[src/rtl/elevator_pkg.sv]
// Shared elevator definitions: stepper FSM states, phase-to-drive encoding
// and acceleration-ramp multipliers.
package elevator_pkg;

  typedef enum logic [1:0] {
    ST_IDLE   = 2'd0,
    ST_RUN    = 2'd1,
    ST_SETTLE = 2'd2
  } step_state_e;

  // Drive encoding is {x, y}; the complements go to xb/yb.
  localparam logic [1:0] PH0_DRV = 2'b00;
  localparam logic [1:0] PH1_DRV = 2'b10;
  localparam logic [1:0] PH2_DRV = 2'b11;
  localparam logic [1:0] PH3_DRV = 2'b01;

  localparam int RAMP_MUL_SLOW   = 4;
  localparam int RAMP_MUL_MID    = 2;
  localparam int RAMP_MUL_FAST   = 1;
  localparam int RAMP_MUL_MAX    = RAMP_MUL_SLOW;
  localparam int RAMP_SLOW_STEPS = 2;
  localparam int RAMP_MID_STEPS  = 4;

  function automatic logic [1:0] phase_drive(input logic [1:0] phase);
    logic [1:0] drv;
    case (phase)
      2'd0:    drv = PH0_DRV;
      2'd1:    drv = PH1_DRV;
      2'd2:    drv = PH2_DRV;
      2'd3:    drv = PH3_DRV;
      default: drv = PH0_DRV;
    endcase
    return drv;
  endfunction

  function automatic logic [2:0] ramp_mul(input logic [2:0] step_idx);
    logic [2:0] mul;
    if (step_idx < 3'(RAMP_SLOW_STEPS)) begin
      mul = 3'(RAMP_MUL_SLOW);
    end else if (step_idx < 3'(RAMP_MID_STEPS)) begin
      mul = 3'(RAMP_MUL_MID);
    end else begin
      mul = 3'(RAMP_MUL_FAST);
    end
    return mul;
  endfunction

endpackage

[src/rtl/stepper_ctrl_step_timer.sv]
// Loadable down-counter that emits a one-cycle tick every period_i enabled
// cycles; clr_i restarts the count so the first tick lands period_i cycles later.
module step_timer #(
  parameter int TW = 16
) (
  input  logic          clk_i,
  input  logic          rst_i,
  input  logic          clr_i,
  input  logic          en_i,
  input  logic [TW-1:0] period_i,
  output logic          tick_o
);

  logic [TW-1:0] cnt_q;

  assign tick_o = en_i && (cnt_q == {TW{1'b0}});

  // Reload on clear or on tick, otherwise count down while enabled.
  always_ff @(posedge clk_i) begin
    if (rst_i) begin
      cnt_q <= {TW{1'b0}};
    end else if (clr_i || tick_o) begin
      cnt_q <= period_i - TW'(1);
    end else if (en_i) begin
      cnt_q <= cnt_q - TW'(1);
    end else begin
      cnt_q <= cnt_q;
    end
  end

endmodule

[src/rtl/stepper_ctrl.sv]
// Counted, abortable 4-phase stepper move sequencer with position tracking.
// Optional macro STEPPER_RAMP_EN adds an acceleration ramp at the start of each move.
module stepper_ctrl
  import elevator_pkg::*;
#(
  parameter int STEP_DIV   = 50000,
  parameter int SETTLE_CYC = 25000,
  parameter int CNT_W      = 16,
  parameter int POS_W      = 16
) (
  input  logic             clk_i,
  input  logic             rst_i,
  input  logic             cmd_valid_i,
  output logic             cmd_ready_o,
  input  logic             cmd_dir_i,
  input  logic [CNT_W-1:0] cmd_steps_i,
  input  logic             abort_i,
  output logic             x_o,
  output logic             y_o,
  output logic             xb_o,
  output logic             yb_o,
  output logic             busy_o,
  output logic             done_o,
  output logic             aborted_o,
  output logic [POS_W-1:0] position_o
);

  localparam int TW = $clog2(RAMP_MUL_MAX * STEP_DIV + 1);
  localparam int SW = $clog2(SETTLE_CYC + 1);

  step_state_e      state_q;
  logic [1:0]       phase_q;
  logic [1:0]       phase_d;
  logic [1:0]       drive_d;
  logic [POS_W-1:0] pos_q;
  logic [POS_W-1:0] pos_d;
  logic [CNT_W-1:0] remaining_q;
  logic             dir_q;
  logic [SW-1:0]    settle_q;
  logic             busy_q;
  logic             done_q;
  logic             aborted_q;
  logic             x_q;
  logic             y_q;
  logic             xb_q;
  logic             yb_q;

  logic             accept_s;
  logic             tick_s;
  logic             step_s;
  logic [TW-1:0]    period_s;

  assign accept_s = cmd_valid_i && (state_q == ST_IDLE);
  // An abort in the same cycle as a tick suppresses that step.
  assign step_s   = (state_q == ST_RUN) && tick_s && !abort_i;

  // Phase and position one step on in the latched direction.
  always_comb begin
    phase_d = phase_q;
    pos_d   = pos_q;
    if (dir_q) begin
      phase_d = phase_q + 2'd1;
      pos_d   = pos_q + POS_W'(1);
    end else begin
      phase_d = phase_q - 2'd1;
      pos_d   = pos_q - POS_W'(1);
    end
  end

  assign drive_d = phase_drive(phase_d);

`ifdef STEPPER_RAMP_EN
  logic [2:0] ramp_k_q;
  logic [2:0] ramp_k_d;

  // Index of the step whose period is being loaded; saturates once at full speed.
  always_comb begin
    if (accept_s) begin
      ramp_k_d = 3'd0;
    end else if (ramp_k_q < 3'(RAMP_MID_STEPS)) begin
      ramp_k_d = ramp_k_q + 3'd1;
    end else begin
      ramp_k_d = ramp_k_q;
    end
  end

  // Ramp step index register.
  always_ff @(posedge clk_i) begin
    if (rst_i) begin
      ramp_k_q <= 3'd0;
    end else if (accept_s || step_s) begin
      ramp_k_q <= ramp_k_d;
    end else begin
      ramp_k_q <= ramp_k_q;
    end
  end

  assign period_s = TW'(STEP_DIV * int'(ramp_mul(ramp_k_d)));
`else
  assign period_s = TW'(STEP_DIV);
`endif

  step_timer #(
    .TW(TW)
  ) u_step_timer (
    .clk_i   (clk_i),
    .rst_i   (rst_i),
    .clr_i   (accept_s),
    .en_i    (state_q == ST_RUN),
    .period_i(period_s),
    .tick_o  (tick_s)
  );

  // Move FSM with registered drive, position and status outputs.
  always_ff @(posedge clk_i) begin
    if (rst_i) begin
      state_q     <= ST_IDLE;
      phase_q     <= 2'd0;
      pos_q       <= {POS_W{1'b0}};
      remaining_q <= {CNT_W{1'b0}};
      dir_q       <= 1'b0;
      settle_q    <= {SW{1'b0}};
      busy_q      <= 1'b0;
      done_q      <= 1'b0;
      aborted_q   <= 1'b0;
      x_q         <= 1'b0;
      y_q         <= 1'b0;
      xb_q        <= 1'b1;
      yb_q        <= 1'b1;
    end else begin
      done_q <= 1'b0;
      case (state_q)
        ST_IDLE: begin
          if (cmd_valid_i) begin
            aborted_q   <= 1'b0;
            dir_q       <= cmd_dir_i;
            remaining_q <= cmd_steps_i;
            if (cmd_steps_i != {CNT_W{1'b0}}) begin
              state_q <= ST_RUN;
              busy_q  <= 1'b1;
            end else begin
              done_q <= 1'b1;
            end
          end
        end
        ST_RUN: begin
          if (abort_i) begin
            state_q   <= ST_SETTLE;
            aborted_q <= 1'b1;
            settle_q  <= SW'(SETTLE_CYC - 1);
          end else if (step_s) begin
            phase_q     <= phase_d;
            pos_q       <= pos_d;
            x_q         <= drive_d[1];
            y_q         <= drive_d[0];
            xb_q        <= ~drive_d[1];
            yb_q        <= ~drive_d[0];
            remaining_q <= remaining_q - CNT_W'(1);
            if (remaining_q == CNT_W'(1)) begin
              state_q  <= ST_SETTLE;
              settle_q <= SW'(SETTLE_CYC - 1);
            end
          end
        end
        ST_SETTLE: begin
          if (settle_q == {SW{1'b0}}) begin
            state_q <= ST_IDLE;
            busy_q  <= 1'b0;
            done_q  <= 1'b1;
          end else begin
            settle_q <= settle_q - SW'(1);
          end
        end
        default: begin
          state_q <= ST_IDLE;
          busy_q  <= 1'b0;
        end
      endcase
    end
  end

  assign cmd_ready_o = (state_q == ST_IDLE);
  assign x_o         = x_q;
  assign y_o         = y_q;
  assign xb_o        = xb_q;
  assign yb_o        = yb_q;
  assign busy_o      = busy_q;
  assign done_o      = done_q;
  assign aborted_o   = aborted_q;
  assign position_o  = pos_q;

endmodule

[config.mk]
export PLATFORM = sky130hd
export DESIGN_NAME = stepper_ctrl
export DESIGN_NICKNAME = d
export VERILOG_FILES = /design/src/rtl/elevator_pkg.sv /design/src/rtl/stepper_ctrl_step_timer.sv /design/src/rtl/stepper_ctrl.sv
export SDC_FILE = /design/constraint.sdc
export NUM_CORES = 1
export LEC_CHECK = 0
export BUFFER_PORTS_ARGS = -buffer_cell sky130_fd_sc_hd__buf_4
export CORE_ASPECT_RATIO = 1.25
export CORE_MARGIN = 2
export CORE_UTILIZATION = 48
export DETAILED_ROUTE_END_ITERATION = 8
export PLACE_DENSITY = 0.73
export SLEW_MARGIN = 30
export SYNTH_ARGS = -nofsm -noshare
export SYNTH_HDL_FRONTEND = slang
export SYNTH_SLANG_ARGS = --single-unit
[constraint.sdc]
create_clock -name clk_i -period 3.6 [get_ports clk_i]
set_input_delay 0.18 -clock clk_i [delete_from_list [all_inputs] [get_ports clk_i]]
set_output_delay 0.18 -clock clk_i [all_outputs]
set_load 0.005 [all_outputs]
==> impl_metrics.json, run 1 <==
{
  "outcome": "complete, no violations",
  "grt_usage_pct": 23.0,
  "final-hold-violation-count": 0,
  "grt_use_met2_pct": 40.8,
  "crit_family": "compound AO/OA/AOI/OAI gates",
  "end_kind": "register",
  "cts_tree": "done",
  "postCtsSetupRepairBufs": 0,
  "slew_viol_final": 0,
  "cts_resized": 0,
  "yosysSeqAreaShare_pct": 34.9,
  "peakVddDrop_mv": 0.316,
  "synth_edf_count": 0,
  "pin_count": 45,
  "ys_seq_elements": 77,
  "regToRegSetupSlack_ns": 0.59,
  "hold_ws_ns": 0.0972,
  "grt_max_degree": 62,
  "maxCapViolations": 0,
  "vias": 4260,
  "syn_area_mm2": 0.00442,
  "drc": 0,
  "synthFlopType": "dfxtp_1",
  "p_per_area_mw_per_mm2": 620,
  "netlist-cell-type-count": 60,
  "setup_violations": 0,
  "tns_ns": 0,
  "clkLatencyLatePin_ns": 0.34,
  "critical_path_required_ns": 3.88,
  "gr-usage-met3_pct": 3.33,
  "clockBufferDepth": 2,
  "power_leakage_uw": 0.00207,
  "antenna_found_initial": 0,
  "n_fill_cell": 824,
  "async_reset_ff_share_pct": 0,
  "gp_congestion": 0.882,
  "drt_wl_total_um": 11100,
  "core_area_mm2": 0.00903,
  "overflow": 0,
  "grt_use_met1_pct": 27.6,
  "max_freq_mhz": 332,
  "cts-root-buf": "clkbuf_16",
  "drive_gt1_share_pct": 12.8,
  "syn2layout_area_growth_pct": 17.5,
  "path_clk_slew_ns": 0.06,
  "worstPathArrival_ns": 3.30,
  "slowest_stage": "dfxtp_1",
  "layout.nets": 633,
  "worst_slew_pin_slew_ns": 0.696,
  "final_cell_mix": "77 x dfxtp_1, 62 x nor2_1, 57 x a21oi_1",
  "worst_clock_skew_ns": 0.00503,
  "hpwlAfterDp_um": 7910,
  "syn-num-nets": 598,
  "dieHeight_um": 111,
  "yosys_warnings": 0,
  "r2r_cells": 8,
  "fin_crit_ns": 3.01,
  "crit_chain": "inv_1 > ha_1 > o21ai_0 > o21ai_0 > a31oi_1 > o31a_1 > or4_1 > nand3_1",
  "ant_nets": 0,
  "grt-busiest-layer": "met2",
  "holdPathStages": 3,
  "drt-vias-per-instance": 5.92,
  "crit_fanout": 16,
  "path_class": "reg -> reg",
  "crit_path_start_kind": "register",
  "n_antenna_cell": 0,
  "hold_buffers": 0,
  "dp_worst_setup_slack_ns": 0.618,
  "die_w_um": 89.8,
  "crit_top_cell": "o21ai_0",
  "portBuffers": 44,
  "hold_path_class": "in -> reg",
  "layout_commonest_cell": "dfxtp_1",
  "synth_area_per_cell_um2": 7.94,
  "dieArea_mm2": 0.0100,
  "start_util_pct": 49.0,
  "h-tree-depth": 3,
  "grt_pass1_vias": 4182,
  "post-route-period-util_pct": 83.7,
  "critPathMaxStageDelay_ns": 0.50,
  "grt_pass1_wl_um": 19200,
  "cts_made_buffers": 9,
  "initialDrtViolationCount": 259,
  "wire_per_inst_um": 15.4,
  "rows": 39,
  "crit_cells": 8,
  "first_pass_iters": 5,
  "slew_headroom_pct": 53.4,
  "cp_num_buf_inv": 1,
  "netlist_instances": 557,
  "rsz0062_at_grt": "false",
  "finalPower_uw": 3220,
  "cts.sinks": 77,
  "setup_slack_ns": 0.586
}
-- cell families after synthesis --
family,after synthesis,synth area share [%]
AO/OA/AOI/OAI,164,23.3
adder cells (fa/ha/maj),20,5.83
XOR/XNOR,30,5.94
AND/OR/NAND/NOR,226,26.2
multiplexers,2,0.481
buffers and inverters,38,3.42
flip-flops,77,34.9
-- final timing paths --
check | start | end
min reg2reg | yb_o$_SDFFE_PP1P_ | yb_o$_SDFFE_PP1P_
max reg2reg | dir_q$_SDFFE_PP0P_ | position_o[14]$_SDFFE_PP0P_
max | dir_q$_SDFFE_PP0P_ | position_o[14]$_SDFFE_PP0P_
min | cmd_dir_i | dir_q$_SDFFE_PP0P_
-- routing by layer --
layer	vias to the layer above	wire, um
met5	-	0
met4	0	191
met3	10	499
met2	113	5580
met1	2006	4820
li1	2131	-
-- cells in the mapped netlist (5+ instances only) --
cell type	n	share of area (%)
nand4_1	8	1.1
nand2_1	53	4.5
nor3_1	17	1.9
nand3_1	16	1.8
nor2b_1	6	0.85
o31ai_1	7	1.2
inv_1	11	0.93
dfxtp_1	77	35
xor2_1	11	2.2
o21a_1	6	1.0
and3_1	8	1.1
a22oi_1	8	1.4
a31oi_1	5	0.71
o21ai_0	36	4.1
a211oi_1	9	1.5
or4_1	7	1.2
a21o_1	10	1.7
or3_1	10	1.4
nor4_1	17	2.4
ha_1	19	5.4
a21oi_1	57	6.5
nor2_1	62	5.3
clkbuf_1	24	2.0
xnor2_1	19	3.8
-- sequential cells by signal, summed over array words and instances, names as in the netlist --
signal,count
u_step_timer.cnt_q,18
position_o,16
remaining_q,16
settle_q,15
phase_q,2
state_q,2
aborted_o,1
busy_o,1
dir_q,1
done_o,1
x_o,1
xb_o,1
y_o,1
yb_o,1
-- power by group --
part	total, uW	leakage (uW)	switching, uW	internal, uW
sequential	1110	0.000629	130	977
combinational	1050	0.00127	634	419
clock	1060	0.000172	353	710
-- cell type report --
type	instances	area (um^2)	area share, %
clock buffers	11	253	4.86
multi-input cells	442	2730	52.6
clock inverters	4	95.1	1.83
repair buffers	50	375	7.22
well taps	123	154	2.96
flip-flops and latches	77	1540	29.7
inverters	12	45.0	0.867
-- worst min-delay path, stage by stage --
cell and delay [ns]:
buf_4 0.08, a21oi_1 0.05, nor2_1 0.08
-- through the flow --
step	std cells	instance area, um^2	util, %
global route	719	5200	57.6
global placement	704	4850	53.7
CTS	719	5200	57.6
detailed placement	704	4850	53.7
floorplan	557	4420	-
finish	719	5200	57.6
No activity file was read; power rests on OpenSTA's default activity.
==> inputs of run 2 (changes only) <==
==> constraint.sdc (replaced) <==
create_clock -name clk_i -period 3 [get_ports clk_i]
set_input_delay 0.15 -clock clk_i [delete_from_list [all_inputs] [get_ports clk_i]]
set_output_delay 0.15 -clock clk_i [all_outputs]
set_load 0.005 [all_outputs]
==> run 2 against run 1 <==
Compared with the run above: clock power decreased by 8%; clock skew increased by 0.0017 ns; sequential power increased by 20%; global-route usage decreased by 0.45 points; count of clock-buffer cells in the layout increased by 2; combinational power increased by 24%; flip-flop and latch count unchanged; hold slack got worse by 0.034 ns; cell count increased by 1.5%; non-clock buffer count increased by 11.
==> impl_metrics.json, run 2 (synthesis gave the netlist of run 1 again) <==
{
  "holdCritStartpoint": "cmd_dir_i",
  "route.met3.wl_um": 595,
  "clockBufferDepth": 2,
  "drt_wl_total_um": 10900,
  "routed.top_layer": "met4",
  "setup_violations": 0,
  "post-route-period-util_pct": 90.9,
  "rsz0062_at_grt": "false",
  "wl_met1_um": 4650,
  "r2r_cells": 8,
  "hold_buffers": 0,
  "hpwlAfterDp_um": 7920,
  "initialDrtViolationCount": 189,
  "syn2layout_area_growth_pct": 17.7,
  "hold_path_class": "in -> reg",
  "first_pass_iters": 4,
  "final-hold-violation-count": 0,
  "holdPathStages": 3,
  "grt_max_degree": 62,
  "worstPathArrival_ns": 2.95,
  "cts.sinks": 77,
  "crit_fanout": 13,
  "fin_crit_ns": 2.73,
  "n_fill_cell": 836,
  "grt_usage_pct": 22.6,
  "worst_clock_skew_ns": 0.00673,
  "critPathMaxStageDelay_ns": 0.37,
  "worst_slew_pin_slew_ns": 0.734,
  "crit_path_start_kind": "register",
  "grt_pass1_vias": 4037,
  "cts_resized": 0,
  "final_cell_mix": "77 x dfxtp_1, 62 x nor2_1, 60 x buf_4",
  "die_w_um": 89.8,
  "regToRegStartpoint": "dir_q$_SDFFE_PP0P_",
  "cts_made_buffers": 9,
  "p_per_area_mw_per_mm2": 691,
  "slew_headroom_pct": 50.9,
  "drive_gt1_share_pct": 13.8,
  "clkLatencyLatePin_ns": 0.34,
  "largest_reg_flops": 18,
  "n_antenna_cell": 0,
  "slowest_stage": "ha_1",
  "gp_congestion": 0.896,
  "tns_ns": 0,
  "place_inst": 715,
  "start_util_pct": 49.0,
  "slew_viol_final": 0,
  "dieHeight_um": 111,
  "maxCapViolations": 0,
  "portBuffers": 44,
  "outcome": "complete, no violations",
  "antenna_found_initial": 0,
  "rows": 39,
  "end_kind": "register",
  "h-tree-depth": 3,
  "critical_path_required_ns": 3.23,
  "hold_end": "dir_q$_SDFFE_PP0P_",
  "pin_count": 45,
  "postCtsSetupRepairBufs": 0,
  "layout_commonest_cell": "dfxtp_1",
  "path_clk_slew_ns": 0.06,
  "drt-vias-per-instance": 5.84,
  "regToRegSetupSlack_ns": 0.27,
  "cts-root-buf": "clkbuf_16",
  "core_area_mm2": 0.00903,
  "power_leakage_uw": 0.00209,
  "max_freq_mhz": 367,
  "hold_ws_ns": 0.0636,
  "drc": 0,
  "wire_per_inst_um": 14.9,
  "ant_nets": 0,
  "reg2reg_to": "position_o[15]$_SDFFE_PP0P_",
  "post_layout_nonfiller_instances": 730,
  "overflow": 0,
  "vias": 4261,
  "dieArea_mm2": 0.0100,
  "peakVddDrop_mv": 0.337,
  "top_register": "u_step_timer.cnt_q",
  "cts_tree": "done",
  "crit_chain": "inv_1 > ha_1 > a21o_1 > a21oi_1 > nand3_1 > and3_1 > nor4_1 > mux2_2",
  "wl_met2_um": 5450,
  "path_class": "reg -> reg",
  "layout.nets": 644,
  "grt_pass1_wl_um": 18500
}
[run 2: cell types whose count changed in the layout (fill, tap and decap cells not counted)]
cell       before  now
buf_4          50   60
bufinv_16       3    0
clkbuf_1        0    3
buf_12          0    1
clkbuf_8        2    1
clkinv_2        1    2
[run 2: worst max-delay path: cells and delay by family (launching register included)]
family,cells,cell delay [ns]
AO/OA/AOI/OAI,2,0.53
adder cells (fa/ha/maj),1,0.37
buffers and inverters,1,0.35
flip-flops,1,0.31
multiplexers,1,0.37
AND/OR/NAND/NOR,3,0.68
[run 2: where the power goes]
part,leakage [uW],internal (uW),switching (uW)
sequential,0.000629,1170,155
clock,0.000129,576,395
combinational,0.00133,542,757
total,0.00209,2290,1310
[run 2: metal layers]
metal,up-vias,track usage (%)
met5,-,0
met4,0,6.97
met3,14,6.93
met2,105,39.6
met1,1995,26.4
li1,2147,-
[run 2: worst max path at each step]
stage,start,end,depth (start not counted)
6_report,dir_q$_SDFFE_PP0P_,position_o[15]$_SDFFE_PP0P_,8
5_1_grt,dir_q$_SDFFE_PP0P_,position_o[15]$_SDFFE_PP0P_,8
4_1_cts,u_step_timer.cnt_q[11]$_SDFFE_PP0N_,settle_q[12]$_SDFFE_PP0P_,6
3_5_place_dp,u_step_timer.cnt_q[11]$_SDFFE_PP0N_,settle_q[12]$_SDFFE_PP0P_,6
3_3_place_gp,u_step_timer.cnt_q[11]$_SDFFE_PP0N_,settle_q[12]$_SDFFE_PP0P_,6
2_1_floorplan,dir_q$_SDFFE_PP0P_,position_o[15]$_SDFFE_PP0P_,10
[run 2: layout make-up]
| type | count | area, um^2 | area share [%] |
|---|---|---|---|
| clock buffer | 13 | 250 | 4.81 |
| clock inverter | 2 | 10.0 | 0.192 |
| inverter | 12 | 45.0 | 0.866 |
| multi-input combinational | 442 | 2730 | 52.5 |
| sequential | 77 | 1540 | 29.6 |
| tap | 123 | 154 | 2.96 |
| timing repair buffer | 61 | 470 | 9.04 |
[run 2: per-stage QoR]
stage	total power (uW)	worst slack (ns)	cell area, um^2	util [%]
after floorplan	2280	0.211	4420	-
after global placement	2600	0.356	4940	54.8
after detailed placement	2630	0.319	4940	54.8
after CTS	3610	0.303	5200	57.6
after global routing	3870	0.105	5200	57.6
final	3600	0.273	5200	57.6
==> inputs of run 3 (changes only) <==
--- a/config.mk
+++ b/config.mk
@@ -5,6 +5,7 @@
 export SDC_FILE = /design/constraint.sdc
 export NUM_CORES = 1
 export LEC_CHECK = 0
+export ABC_AREA = 1
 export BUFFER_PORTS_ARGS = -buffer_cell sky130_fd_sc_hd__buf_4
 export CORE_ASPECT_RATIO = 1.25
 export CORE_MARGIN = 2
==> run 3 against run 2 <==
Compared with the run above: sequential share of layout area shrank 2.6 points; hold slack improved by 0.037 ns; synthesized cell count rose by 44%; non-clock buffer count fell by 13; combinational power down 31%; design area increased by 9.8%; total power fell by 11%; largest cell class unchanged.
==> impl_metrics.json, run 3 <==
{
  "largest_reg_flops": 18,
  "ant_nets": 0,
  "top_register": "u_step_timer.cnt_q",
  "cts_made_buffers": 9,
  "hpwlAfterDp_um": 8890,
  "layout_commonest_cell": "nand2_1",
  "path_class": "reg -> reg",
  "grt_pass1_vias": 4795,
  "postCtsSetupRepairBufs": 0,
  "synth_top_family_by_area": "simple AND/OR/NAND/NOR gates",
  "pin_count": 45,
  "yosysSeqAreaShare_pct": 30.9,
  "slowest_stage": "inv_1",
  "syn_area_mm2": 0.00499,
  "synth_edf_count": 0,
  "grt_max_degree": 39,
  "dieArea_mm2": 0.0112,
  "layout.nets": 882,
  "setup_violations": 0,
  "crit_top_cell": "nand2_1",
  "post_layout_nonfiller_instances": 975,
  "critPathMaxStageDelay_ns": 0.43,
  "wire_per_inst_um": 12.5,
  "power_leakage_uw": 0.00277,
  "clockBufferDepth": 2,
  "post-route-period-util_pct": 71.4,
  "synth_top_area_cell": "dfxtp_1",
  "yosys-top-cells-count": "188 x nand2_1, 128 x nor2_1, 95 x inv_1, 90 x nand3_1, 77 x dfxtp_1",
  "peakVddDrop_mv": 0.253,
  "rows": 41,
  "grt_pass1_wl_um": 20600,
  "fin_crit_ns": 2.14,
  "synth_top_area_share_pct": 30.9,
  "final-hold-violation-count": 0,
  "drt-vias-per-instance": 5.23,
  "tns_ns": 0,
  "drt_wl_total_um": 12200,
  "postLayoutCellArea_mm2": 0.00571,
  "synthAdderAreaFrac_pct": 5.16,
  "crit_chain": "inv_1 > ha_1 > a21oi_1 > o21ai_0 > a21oi_1 > nand2_1 > nand2_1 > nand3_1 > nand2_1 > inv_1",
  "slew_headroom_pct": 39.7,
  "h-tree-depth": 3,
  "finalPower_uw": 3220,
  "worst_slew_pin_slew_ns": 0.899,
  "ys_seq_elements": 77,
  "yosys.area_share.simple_pct": 37.8,
  "hold_path_class": "in -> reg",
  "dpl-instance-area_mm2": 0.00540,
  "synth_xor_xnor_area_share_pct": 4.04,
  "overflow": 0,
  "synthFlopType": "dfxtp_1",
  "place_inst": 959,
  "crit_family": "compound AO/OA/AOI/OAI gates",
  "gp_congestion": 0.918,
  "core_area_mm2": 0.0101,
  "ys_top_cells_by_area": "dfxtp_1 31%, nand2_1 14%, nor2_1 9.6%",
  "cts.sinks": 77,
  "syn-num-nets": 843,
  "max_freq_mhz": 467,
  "maxCapViolations": 0,
  "netlist_instances": 802,
  "synth_compound_area_share_pct": 12.5,
  "drc": 0,
  "p_per_area_mw_per_mm2": 563,
  "start_util_pct": 49.4,
  "muxShareOfSynthArea_pct": 0.201,
  "n_antenna_cell": 0,
  "drive_gt1_share_pct": 10.2,
  "path_clk_slew_ns": 0.06,
  "async_reset_ff_share_pct": 0,
  "cts_tree": "done",
  "worstPathArrival_ns": 2.39,
  "vias": 5096,
  "crit_path_start_kind": "register",
  "end_kind": "register",
  "crit_fanout": 16,
  "yosysMostFrequentCell": "nand2_1",
  "clkLatencyLatePin_ns": 0.35,
  "yosys_warnings": 0,
  "outcome": "complete, no violations",
  "worst_clock_skew_ns": 0.00910,
  "die_w_um": 95.2,
  "antenna_found_initial": 0,
  "cts-root-buf": "clkbuf_16",
  "syn2layout_area_growth_pct": 14.5,
  "grt_usage_pct": 22.5,
  "netlist-cell-type-count": 36,
  "critical_path_required_ns": 3.25,
  "hold_buffers": 0,
  "dieHeight_um": 118,
  "rsz0062_at_grt": "false",
  "synth_area_per_cell_um2": 6.22,
  "portBuffers": 44,
  "slew_viol_final": 0,
  "final_cell_mix": "188 x nand2_1, 128 x nor2_1, 94 x inv_1",
  "cts_resized": 0,
  "cp_num_buf_inv": 2,
  "initialDrtViolationCount": 235,
  "first_pass_iters": 5
}
run 3: cell count changes after synthesis, sizes merged, moves of 10 or more:
| cell | previous run | this run |
|---|---|---|
| a21o | 10 | 0 |
| inv | 11 | 96 |
| o21ai | 36 | 48 |
| nand2 | 53 | 194 |
| nand3 | 16 | 91 |
| nor3 | 18 | 6 |
| xnor2 | 19 | 9 |
| clkbuf | 24 | 10 |
| or3 | 10 | 0 |
| nor2 | 62 | 136 |
| nor4 | 19 | 2 |
run 3: path summary, 6_finish.rpt:
check / start / to / slack, ns / cells past startpoint
worst min-delay path: abort_i / aborted_o$_SDFFE_PP0P_ / 0.10 / 3
worst min register to register: xb_o$_SDFFE_PP1P_ / xb_o$_SDFFE_PP1P_ / 0.46 / 2
worst max-delay path: dir_q$_SDFFE_PP0P_ / position_o[15]$_SDFFE_PP0P_ / 0.86 / 10
worst max register to register: dir_q$_SDFFE_PP0P_ / position_o[15]$_SDFFE_PP0P_ / 0.86 / 10
run 3: cells by family (layout without fill, tap and decap cells):
kind of cell / Yosys count / count (layout)
buffers and inverters: 116 / 160
xor gates and xnor gates: 23 / 23
DFF: 77 / 77
AOI/OAI and AO/OA: 121 / 121
adders and majority gates: 20 / 20
and+or+nand+nor: 444 / 444
muxes: 1 / 1
run 3: tightest hold or removal path, cell delays in order:
cell,delay [ns]
buf_4,0.13
nand2_1,0.06
a21oi_1,0.06
run 3: per-stage QoR:
stage / utilization [%] / hold WS, ns / setup slack [ns]
floorplan: - / 0.299 / 1.21
global placement: 53.4 / 0.445 / 0.960
detailed placement: 53.4 / 0.451 / 0.901
CTS: 56.5 / 0.0985 / 0.875
global route: 56.5 / 0.102 / 0.595
finish: 56.5 / 0.101 / 0.858
run 3: layout make-up:
class                           instances  area [um^2]
Multi-Input combinational cell        609         2980
Clock inverter                          3         42.5
Fill cell                            1008         4390
Timing Repair Buffer                   48          360
Clock buffer                           13          270
Sequential cell                        77         1540
Tap cell                              129          161
Inverter                               96          360
run 3: power breakdown:
| part | internal, uW | leakage, uW | switching [uW] | total (uW) |
|---|---|---|---|---|
| clock network | 711 | 0.000152 | 433 | 1140 |
| registers | 1100 | 0.000629 | 73.8 | 1170 |
| logic | 321 | 0.00199 | 580 | 900 |
run 3: layer usage:
metal | global-route usage, % | up-vias | wire, um
met5 | 0 | - | 0
met4 | 8.61 | 0 | 193
met3 | 4.03 | 13 | 459
met2 | 39.2 | 83 | 6140
met1 | 26.7 | 2341 | 5380
li1 | - | 2659 | -
